**src/rtl/lsu_bus_bridge.sv**
```systemverilog
// -----------------------------------------------------------------------------
// lsu_bus_bridge
//
// Purpose:
//   Load/store unit that sits between the single-cycle datapath and a
//   multi-cycle data bus. A datapath memory access (byte/half/word) becomes a
//   word-aligned bus transaction with byte enables and a req/ack handshake.
//   The core is stalled until the transaction completes. The read word is
//   returned shifted down to byte lane 0; sign/zero extension happens later in
//   the datapath.
//
// Optional feature:
//   LSU_TIMEOUT_EN - when defined, a REQ that sees no ack within
//                    TIMEOUT_CYCLES cycles is aborted and reported on o_busErr.
//                    When undefined, REQ waits for ack indefinitely and
//                    o_busErr is tied low.
//
// Parameters:
//   TIMEOUT_CYCLES  maximum REQ cycles before the abort (1..65535)
//
// Ports:
//   i_clk, i_reset     clock, synchronous active-high reset
//   i_memRead          load request from the datapath
//   i_memWrite         store request from the datapath
//   i_memSize          00 byte, 01 half, 10 word, 11 illegal
//   i_addr             byte address
//   i_writeData        store data, relevant bytes in the low bits
//   o_readData         loaded word shifted to lane 0 (valid in DONE)
//   o_stall            hold PC / suppress register write (combinational)
//   o_misaligned       misaligned or illegal access (DONE only)
//   o_busErr           bus timeout (DONE only)
//   o_busReq           bus request
//   o_busWe            bus write strobe (1 = write)
//   o_busAddr          word-aligned bus address
//   o_busWdata         lane-replicated store data
//   o_busByteEn        active byte lanes
//   i_busAck           bus transaction complete, i_busRdata valid
//   i_busRdata         bus read word
// -----------------------------------------------------------------------------
module lsu_bus_bridge #(
    parameter int unsigned TIMEOUT_CYCLES = 255
) (
    input  logic        i_clk,
    input  logic        i_reset,
    input  logic        i_memRead,
    input  logic        i_memWrite,
    input  logic [1:0]  i_memSize,
    input  logic [31:0] i_addr,
    input  logic [31:0] i_writeData,
    output logic [31:0] o_readData,
    output logic        o_stall,
    output logic        o_misaligned,
    output logic        o_busErr,
    output logic        o_busReq,
    output logic        o_busWe,
    output logic [31:0] o_busAddr,
    output logic [31:0] o_busWdata,
    output logic [3:0]  o_busByteEn,
    input  logic        i_busAck,
    input  logic [31:0] i_busRdata
);

    typedef enum logic [1:0] {
        ST_IDLE = 2'd0,
        ST_REQ  = 2'd1,
        ST_DONE = 2'd2
    } state_t;

    // Catch an out-of-range timeout at elaboration time.
    if (TIMEOUT_CYCLES == 0 || TIMEOUT_CYCLES > 65535) begin : g_timeout_range
        $error("lsu_bus_bridge: TIMEOUT_CYCLES must be in 1..65535");
    end

    state_t      state_q, state_d;
    logic        bus_req_q, bus_req_d;
    logic        bus_we_q, bus_we_d;
    logic [31:0] bus_addr_q, bus_addr_d;
    logic [31:0] bus_wdata_q, bus_wdata_d;
    logic [3:0]  bus_byte_en_q, bus_byte_en_d;
    logic [31:0] read_data_q, read_data_d;
    logic        misaligned_q, misaligned_d;
    // Byte offset of the access, kept so the read word can be shifted to
    // lane 0 on the ack edge independent of what the core drives then.
    logic [1:0]  lane_q, lane_d;

    logic        access;
    logic        aligned;
    logic [3:0]  lane_en;
    logic [31:0] lane_wdata;

`ifdef LSU_TIMEOUT_EN
    localparam logic [15:0] TIMEOUT_LAST = 16'(TIMEOUT_CYCLES - 1);

    logic [15:0] timeout_cnt_q, timeout_cnt_d;
    logic        bus_err_q, bus_err_d;
    logic        timeout_hit;

    assign timeout_hit = (timeout_cnt_q == TIMEOUT_LAST);
`endif

    assign access = i_memRead | i_memWrite;

    // Alignment check plus byte-lane enables and replicated store data.
    // Replicating the store bytes across the word lets the bus pick the
    // right lane purely from the byte enables.
    always_comb begin
        aligned    = 1'b0;
        lane_en    = 4'b0000;
        lane_wdata = i_writeData;
        case (i_memSize)
            2'b00: begin
                aligned    = 1'b1;
                lane_en    = 4'b0001 << i_addr[1:0];
                lane_wdata = {4{i_writeData[7:0]}};
            end
            2'b01: begin
                aligned    = ~i_addr[0];
                lane_en    = i_addr[1] ? 4'b1100 : 4'b0011;
                lane_wdata = {2{i_writeData[15:0]}};
            end
            2'b10: begin
                aligned    = (i_addr[1:0] == 2'b00);
                lane_en    = 4'b1111;
                lane_wdata = i_writeData;
            end
            default: begin
                aligned    = 1'b0;
            end
        endcase
    end

    // Next-state and registered-output logic. Bus outputs are only loaded on
    // the IDLE->REQ edge, which keeps them stable for the whole request.
    always_comb begin
        state_d       = state_q;
        bus_req_d     = bus_req_q;
        bus_we_d      = bus_we_q;
        bus_addr_d    = bus_addr_q;
        bus_wdata_d   = bus_wdata_q;
        bus_byte_en_d = bus_byte_en_q;
        read_data_d   = read_data_q;
        misaligned_d  = misaligned_q;
        lane_d        = lane_q;
`ifdef LSU_TIMEOUT_EN
        timeout_cnt_d = timeout_cnt_q;
        bus_err_d     = bus_err_q;
`endif
        case (state_q)
            ST_IDLE: begin
                if (access) begin
                    if (aligned) begin
                        state_d       = ST_REQ;
                        bus_req_d     = 1'b1;
                        bus_we_d      = i_memWrite;
                        bus_addr_d    = {i_addr[31:2], 2'b00};
                        bus_wdata_d   = lane_wdata;
                        bus_byte_en_d = lane_en;
                        lane_d        = i_addr[1:0];
`ifdef LSU_TIMEOUT_EN
                        timeout_cnt_d = 16'd0;
`endif
                    end else begin
                        state_d      = ST_DONE;
                        misaligned_d = 1'b1;
                        read_data_d  = 32'd0;
                    end
                end
            end
            ST_REQ: begin
                // An ack on the same edge as the timeout is a normal completion.
                if (i_busAck) begin
                    state_d     = ST_DONE;
                    bus_req_d   = 1'b0;
                    read_data_d = bus_we_q ? 32'd0 : (i_busRdata >> {lane_q, 3'b000});
                end
`ifdef LSU_TIMEOUT_EN
                else if (timeout_hit) begin
                    state_d     = ST_DONE;
                    bus_req_d   = 1'b0;
                    bus_err_d   = 1'b1;
                    read_data_d = 32'd0;
                end else begin
                    timeout_cnt_d = timeout_cnt_q + 16'd1;
                end
`endif
            end
            ST_DONE: begin
                state_d      = ST_IDLE;
                misaligned_d = 1'b0;
`ifdef LSU_TIMEOUT_EN
                bus_err_d    = 1'b0;
`endif
            end
            default: begin
                state_d = ST_IDLE;
            end
        endcase
    end

    // State and output registers.
    always_ff @(posedge i_clk) begin
        if (i_reset) begin
            state_q       <= ST_IDLE;
            bus_req_q     <= 1'b0;
            bus_we_q      <= 1'b0;
            bus_addr_q    <= 32'd0;
            bus_wdata_q   <= 32'd0;
            bus_byte_en_q <= 4'd0;
            read_data_q   <= 32'd0;
            misaligned_q  <= 1'b0;
            lane_q        <= 2'd0;
`ifdef LSU_TIMEOUT_EN
            timeout_cnt_q <= 16'd0;
            bus_err_q     <= 1'b0;
`endif
        end else begin
            state_q       <= state_d;
            bus_req_q     <= bus_req_d;
            bus_we_q      <= bus_we_d;
            bus_addr_q    <= bus_addr_d;
            bus_wdata_q   <= bus_wdata_d;
            bus_byte_en_q <= bus_byte_en_d;
            read_data_q   <= read_data_d;
            misaligned_q  <= misaligned_d;
            lane_q        <= lane_d;
`ifdef LSU_TIMEOUT_EN
            timeout_cnt_q <= timeout_cnt_d;
            bus_err_q     <= bus_err_d;
`endif
        end
    end

    // The stall drops in DONE so the core commits on the closing edge.
    assign o_stall      = access & (state_q != ST_DONE);
    assign o_readData   = read_data_q;
    assign o_misaligned = misaligned_q;
    assign o_busReq     = bus_req_q;
    assign o_busWe      = bus_we_q;
    assign o_busAddr    = bus_addr_q;
    assign o_busWdata   = bus_wdata_q;
    assign o_busByteEn  = bus_byte_en_q;
`ifdef LSU_TIMEOUT_EN
    assign o_busErr     = bus_err_q;
`else
    assign o_busErr     = 1'b0;
`endif

endmodule
```
**config.mk**
```make
export PLATFORM = sky130hd
export DESIGN_NAME = lsu_bus_bridge
export DESIGN_NICKNAME = d
export VERILOG_FILES = /design/src/rtl/lsu_bus_bridge.sv
export SDC_FILE = /design/constraint.sdc
export NUM_CORES = 1
export LEC_CHECK = 0
export CAP_MARGIN = 30
export CORE_ASPECT_RATIO = 1.5
export CORE_MARGIN = 2
export CORE_UTILIZATION = 45
export DETAILED_ROUTE_END_ITERATION = 12
export DONT_BUFFER_PORTS = 1
export SYNTH_ARGS = -nofsm -noshare
export SYNTH_HDL_FRONTEND = slang
export SYNTH_SLANG_ARGS = --single-unit
export TNS_END_PERCENT = 10
```
**constraint.sdc**
```tcl
create_clock -name i_clk -period 2.35 [get_ports i_clk]
set_clock_uncertainty 0.1 [all_clocks]
set_input_delay 0.47 -clock i_clk [delete_from_list [all_inputs] [get_ports i_clk]]
set_output_delay 0.47 -clock i_clk [all_outputs]
set_load 0.05 [all_outputs]
```
==> results of run 1 <==
## registers in the layout, indices dropped and copies added (netlist names)
register	flops
o_busWe	1
state_q	2
o_busAddr	30
o_busByteEn	4
lane_q	2
o_misaligned	1
o_busWdata	32
o_busReq	1
o_readData	32
## metrics by stage
| step | power, W | util [%] |
|---|---|---|
| 2_1_floorplan | 0.002939 | - |
| 3_3_place_gp | 0.003034 | 46.45 |
| 3_5_place_dp | 0.003052 | 46.45 |
| 4_1_cts | 0.004531 | 49.26 |
| 5_1_grt | 0.004678 | 49.26 |
| 6_report | 0.004481 | 49.26 |
## cells in the mapped netlist
cell type / number / area, um2
inv_1: 2 / 7.510
o211ai_1: 8 / 60.06
a211oi_1: 10 / 75.07
a311oi_1: 8 / 70.07
or4_1: 1 / 7.510
nand2b_1: 25 / 156.4
o2bb2ai_1: 8 / 70.07
nand2_1: 138 / 518.0
mux2_2: 16 / 180.2
nor3b_2: 1 / 12.51
nor2_1: 31 / 116.4
a21bo_2: 1 / 10.01
a21boi_0: 1 / 7.510
a21oi_1: 53 / 265.3
or3_1: 1 / 6.260
a31oi_1: 1 / 6.260
a21o_1: 1 / 7.510
nor3_1: 4 / 20.02
dfxtp_1: 105 / 2102
nor4b_2: 1 / 15.01
a2111oi_4: 1 / 27.53
o21ai_0: 25 / 125.1
buf_4: 6 / 45.04
buf_2: 6 / 30.03
a2111o_1: 1 / 11.26
mux2i_1: 56 / 560.5
buf_1: 4 / 15.01
nand3b_1: 4 / 30.03
conb_1: 1 / 3.750
clkbuf_1: 35 / 131.4
nor2b_1: 12 / 75.07
## worst register-to-register path, delay by kind of cell (launching register included)
kind / cells / cell delay, ns
flops: 1 / 0.57
simple gates: 1 / 0.57
buf+inv: 2 / 0.37
compound gates: 1 / 0.12
mux: 1 / 0.12
## cell type report
type	instances	area [um2]	share of cell area, %
Multi-Input combinational cell	411	2446	47.41
Clock buffer	9	225.2	4.365
Sequential cell	105	2102	40.74
Inverter	2	7.507	0.1455
Clock inverter	7	68.82	1.334
Timing Repair Buffer	14	130.1	2.522
Tap cell	144	180.2	3.492
## per-layer routing
metal / vias up / global-route usage [%]
met2: 161 / 34.76
met5: - / 0
met3: 18 / 6.958
li1: 1875 / -
met1: 1735 / 23.31
met4: 0 / 7.308
## power breakdown
part	switching [W]	total, W	internal, W
clock network	0.000729	0.00148	0.000752
logic	0.000328	0.000590	0.000262
registers	0.000507	0.00241	0.00190
## worst paths after layout
| check | slack, ns | start | end |
|---|---|---|---|
| max | 0.37 | state_q[1]$_SDFFE_PP0P_ | o_stall |
| min | 0.1 | i_reset | o_busAddr[9]$_SDFFE_PP0P_ |
| max reg2reg | 0.39 | state_q[1]$_SDFFE_PP0P_ | o_readData[24]$_SDFFE_PP0P_ |
| min reg2reg | 0.39 | lane_q[0]$_SDFFE_PP0P_ | lane_q[0]$_SDFFE_PP0P_ |
## cell families (layout without fill, tap and decap cells)
logic type,count (synthesis),in the layout
other,1,3
buffers and inverters,53,32
multiplexers,72,72
flip-flops,105,105
AO/OA/AOI/OAI,118,118
AND/OR/NAND/NOR,218,218
==> metrics.md, run 1 <==
| Metric | Value |
|---|---|
| Slowest stage delay, CP | 0.57 ns |
| Min-delay worst type | in -> reg |
| Cells along the critical path | nor2b_1 -> nor2_1 -> buf_4 |
| Post-CTS Setup Bufs | 0 |
| Fin crit period | a little under 2 ns |
| First-pass GRT wire length | 18.20 mm |
| Warnings from Yosys | 0 |
| Area post-placement | about 4900 um2 |
| Syn Area/Cell | 8.410 um2 |
| Die Wd | about 90 um |
| Vias | roughly 3.8k |
| Final cell count without fillers | 692 |
| CTS Buffer Depth | 2 |
| Vias per cell | around 5.5 |
| Area Growth Syn to Fin | 8.213% |
| Placed Cells | about 680 |
| Clock Tree Root | clkbuf_16 |
| Number of global-route vias before repair | about 3.5k |
| Drt wl/cell | 17.82 um |
| Die area | around 11000 um2 |
| Crit-path slowest cell | dfxtp_1 |
| Num rows | 46 |
| Highest routed layer | met4 |
| Initial Util | 45.52% |
| Crit Path Class | reg -> out |
| Area fraction in compound gates after synthesis | 15.43% |
| RSZ-0062 raised after global routing | false |
| Filler instances | 1048 |
| GPL Wtd Cong | 0.8290 |
| CP max FO | 10 |
| Worst setup EP type | primary output |
| Post-Synth Adder-Cell Area | 0% |
| VDD IR max | 0.5471 mV |
| Antenna viol nets, final | 0 |
| Mapped Area | ~4800 um2 |
| Worst reg-to-reg path cell count | 5 |
| Routed wl met2 | 6.308 mm |
| DRT Wirelength | around 12 mm |
| Commonest non-fill, non-tap cell in the layout | nand2_1 |
| Clk slew on worst S/H paths | approximately 0.07 ns |
| Leakage power | 1.887 nW |
| Number of nets in the layout | around 650 |
| Post-Synth Simple-Gate Area | 20.07% |
| DRC | 0 |
| GR Overflow Total | 0 |
| Tcrit/Tclk final | 84.15% |
| Fmax | 505.7 MHz |
| Slew Viols, Final | 0 |
| FF+latch count, synth | 105 |
| DP Worst Slack | 0.1095 ns |
| Core Area | 10480 um2 |
| Starting DRT DRC Count | 149 |
| Most frequent cells in the layout | nand2_1 (138), dfxtp_1 (105), mux2i_1 (56) |
| Sequential fraction of the synthesis area | 44.08% |
| Die height | 130.1 um |
| Mux share of post-synthesis cell area | around 16% |
| Largest family of logic cells by synthesized area | simple AND/OR/NAND/NOR gates |
| Smallest hold slack | 0.09642 ns |
| Hold_buf cts | 0 |
| Crit path DAT | 1.41 ns |
| Final worst slack | around 0.37 ns |
| Top delay family on crit path | flip-flops |
| Cell count along the critical path | 3 |
| Ant diodes | 0 |
| DP HPWL | 8.970 mm |
| PwrDens | ~870 nW/um2 |
| Clock sinks | 105 |
| Status | complete, no violations |
| Max_slew headroom | between 50% and 60% |
| Final hold vios | 0 |
| H-tree Lvls | 3 |
| WP buf/inv | 1 |
| WHS Path Cells | 1 |
| TritonRoute pass-1 iters | 4 |
| # setup viols final | 0 |
| Final instance area | 5160 um2 |
| Syn Inst Count | 567 |
| Final setup TNS | 0 ns |
| Port Buffer Count | 0 |
| Post-synthesis xor/xnor area fraction | 0% |
| Largest net degree at the start of global routing | about 110 |
| Req. time, crit path | 1.78 ns |
| CP Launch Type | flop |
| Wire length on met3 | 1.150 mm |
| Clk_lat worst skew | 0.34 ns |
| Gr usage total | 20.29% |
| I/O Pins | 208 |
| CTS tree | built |
| Slew of the pin with the lowest slew margin | 0.6784 ns |
| Post-cts sizing count | 0 |
| Initial antenna violation count | 0 |
| Layout cell share with drive strength beyond 1 | 9.307% |
| Met1 Routed Length | ~4.6 mm |
| Max_cap viols | 0 |
| TritonCTS Buffers | 9 |
| Synth unique cells | 31 |
Power figures use the tool's default switching activity.
==> run 2, diff against run 1 <==
==> constraint.sdc (replaced) <==
create_clock -name i_clk -period 1.7 [get_ports i_clk]
set_clock_uncertainty 0.1 [all_clocks]
set_input_delay 0.34 -clock i_clk [delete_from_list [all_inputs] [get_ports i_clk]]
set_output_delay 0.34 -clock i_clk [all_outputs]
set_load 0.05 [all_outputs]
==> run 2 against run 1 <==
Net effect:
- the run now ends with hold timing, setup timing left
- clock power increased by 46%
- sequential share of layout area decreased by 3.5 points
- cell area increased by 9.9%
- first-iteration DRC count increased by 6.7%
- clock-buffer cell count increased by 1
- wire length increased by 8.3%
- non-clock buffer count increased by 35
- sequential power increased by 36%
- critical path type is now reg -> reg
- critical endpoint is now o_readData[19]$_SDFFE_PP0P_
- largest cell class unchanged
- largest power group unchanged
==> metrics.md, run 2 (synthesis gave the netlist of run 1 again) <==
| Metric | Value |
|---|---|
| Commonest non-fill, non-tap cell in the layout | nand2_1 |
| TritonCTS Buffers | 9 |
| Max_cap viols | 0 |
| Port Buffer Count | 0 |
| I/O Pins | 208 |
| H-tree Lvls | 3 |
| Fin crit period | 1.722 ns |
| Die area | 11450 um2 |
| Clk_lat worst skew | 0.34 ns |
| Crit path DAT | between 1.5 and 2 ns |
| Vias per cell | between 5 and 6 |
| Clk pwr share | 32.6% |
| DRT Wirelength | 13.35 mm |
| Smallest hold slack | -0.03140 ns |
| CP Launch Type | flop |
| DP HPWL | just over 9 mm |
| Max_slew headroom | around 62% |
| Die height | 130.1 um |
| Sequential power share | between 40% and 50% |
| Starting DRT DRC Count | 159 |
| CTS tree | built |
| Hold_buf cts | 3 |
| CP max FO | 7 |
| Initial Util | 45.52% |
| Number of global-route vias before repair | 3863 |
| Sw Share | 33.30% |
| Final hold vios | 2 |
| Crit Path Class | reg -> reg |
| Area post-placement | 5091 um2 |
| Num rows | 46 |
| Final Total Pwr | about 0.0066 W |
| Die Wd | 88.05 um |
| Min-delay worst type | in -> reg |
| Largest net degree at the start of global routing | 108 |
| DP Worst Slack | -0.3587 ns |
| First-pass GRT wire length | around 19 mm |
| Final worst slack | -0.02215 ns |
| Core Area | 10480 um2 |
| Gr usage total | 21.38% |
| Ant diodes | 0 |
| PwrDens | 1168 nW/um2 |
| Clock Tree Root | clkbuf_16 |
| Fmax | 580.7 MHz |
| Gate power share | between 10% and 20% |
| Filler instances | 994 |
| Slew Viols, Final | 0 |
| Antenna viol nets, final | 0 |
| Number of nets in the layout | ~680 |
| Psw | around 0.0022 W |
| VDD IR max | 0.5841 mV |
| Final setup TNS | -0.1264 ns |
| Clk slew on worst S/H paths | 0.07 ns |
| GR Overflow Total | 0 |
| Layout cell share with drive strength beyond 1 | 16.64% |
| Final instance area | 5669 um2 |
| Drt wl/cell | between 15 and 20 um |
| TritonRoute pass-1 iters | 4 |
| Clock sinks | 105 |
| Tcrit/Tclk final | 101.3% |
| Slew of the pin with the lowest slew margin | approximately 0.57 ns |
| Worst setup EP type | flop |
| # setup viols final | 9 |
| CTS Buffer Depth | 2 |
| Req. time, crit path | 1.83 ns |
| Initial antenna violation count | 0 |
| Leakage power | 2.152 nW |
| DRC | 0 |
| Most frequent cells in the layout | nand2_1 (138), dfxtp_1 (102), mux2i_1 (56) |
| RSZ-0062 raised after global routing | true |
| GPL Wtd Cong | 0.8413 |
| Status | complete, but fails checks |
| Vias | 3960 |
| Pint | 0.004417 W |
| Area Growth Syn to Fin | 18.89% |
| Violated checks | hold timing, setup timing |
-- run 2: changes by cell type in the layout (fill, tap and decap cells not counted), moves of 4 or more --
cell     delta
mux2_4      +5
buf_12      +4
mux2_2      -5
o21ai_0     -4
o21ai_1     +4
buf_6       +7
buf_4      +17
-- run 2: final cells by class --
class | count | area, um2 | area share (%)
clock buffer | 10 | 239.0 | 4.215
clock inverter | 6 | 72.57 | 1.280
inverter | 2 | 7.507 | 0.1324
multi-input combinational | 411 | 2520 | 44.45
sequential | 105 | 2111 | 37.23
tap | 144 | 180.2 | 3.178
timing repair buffer | 49 | 539.3 | 9.512
-- run 2: what timing repair did --
item | in CTS | in global routing
gates resized for setup | 8 | 20
cloned | 1 | 4
pin swaps | 1 | 16
setup buffers | 2 | 5
setup endpoints to repair | 34 | 74
hold endpoints to repair | 69 | 66
-- run 2: path summary, 6_finish.rpt --
path                                                  start                           to  slack (ns)  cells after the start
worst max-delay path                state_q[0]$_SDFFE_PP0P_  o_readData[19]$_SDFFE_PP0P_       -0.02                      4
worst min-delay path                                i_reset  o_busWdata[21]$_SDFFE_PP0P_       -0.03                      1
worst max register to register      state_q[0]$_SDFFE_PP0P_  o_readData[19]$_SDFFE_PP0P_       -0.02                      4
worst min register to register  o_busWdata[15]$_SDFFE_PP0P_  o_busWdata[15]$_SDFFE_PP0P_        0.39                      2
-- run 2: metrics by stage --
stage / cells / util, %
2_1_floorplan: 569 / -
3_5_place_dp: 696 / 48.60
3_3_place_gp: 696 / 48.60
4_1_cts: 718 / 52.50
6_report: 727 / 54.12
5_1_grt: 727 / 54.12
-- run 2: power by group through the flow --
stage	clock, W	combinational (W)	sequential (W)
CTS	0.00221	0.00108	0.00328
finish	0.00216	0.00118	0.00328
detailed placement	0	0.00100	0.00334
global route	0.00232	0.00128	0.00330
global placement	0	0.000976	0.00334
floorplan	0	0.000773	0.00333
-- run 2: critical path, cell delays in order, from the launching register on --
cell,delay [ns]
dfxtp_4,0.36
nor2b_1,0.14
or4_4,0.54
buf_12,0.18
mux2_4,0.29
-- run 2: per-layer routing --
layer / global-route usage, % / up-vias / routed length, um
met1: 22.40 / 1840 / 4851
met3: 7.527 / 22 / 1086
met2: 37.97 / 157 / 7037
met4: 9.626 / 0 / 370
met5: 0 / - / 0
li1: - / 1941 / -
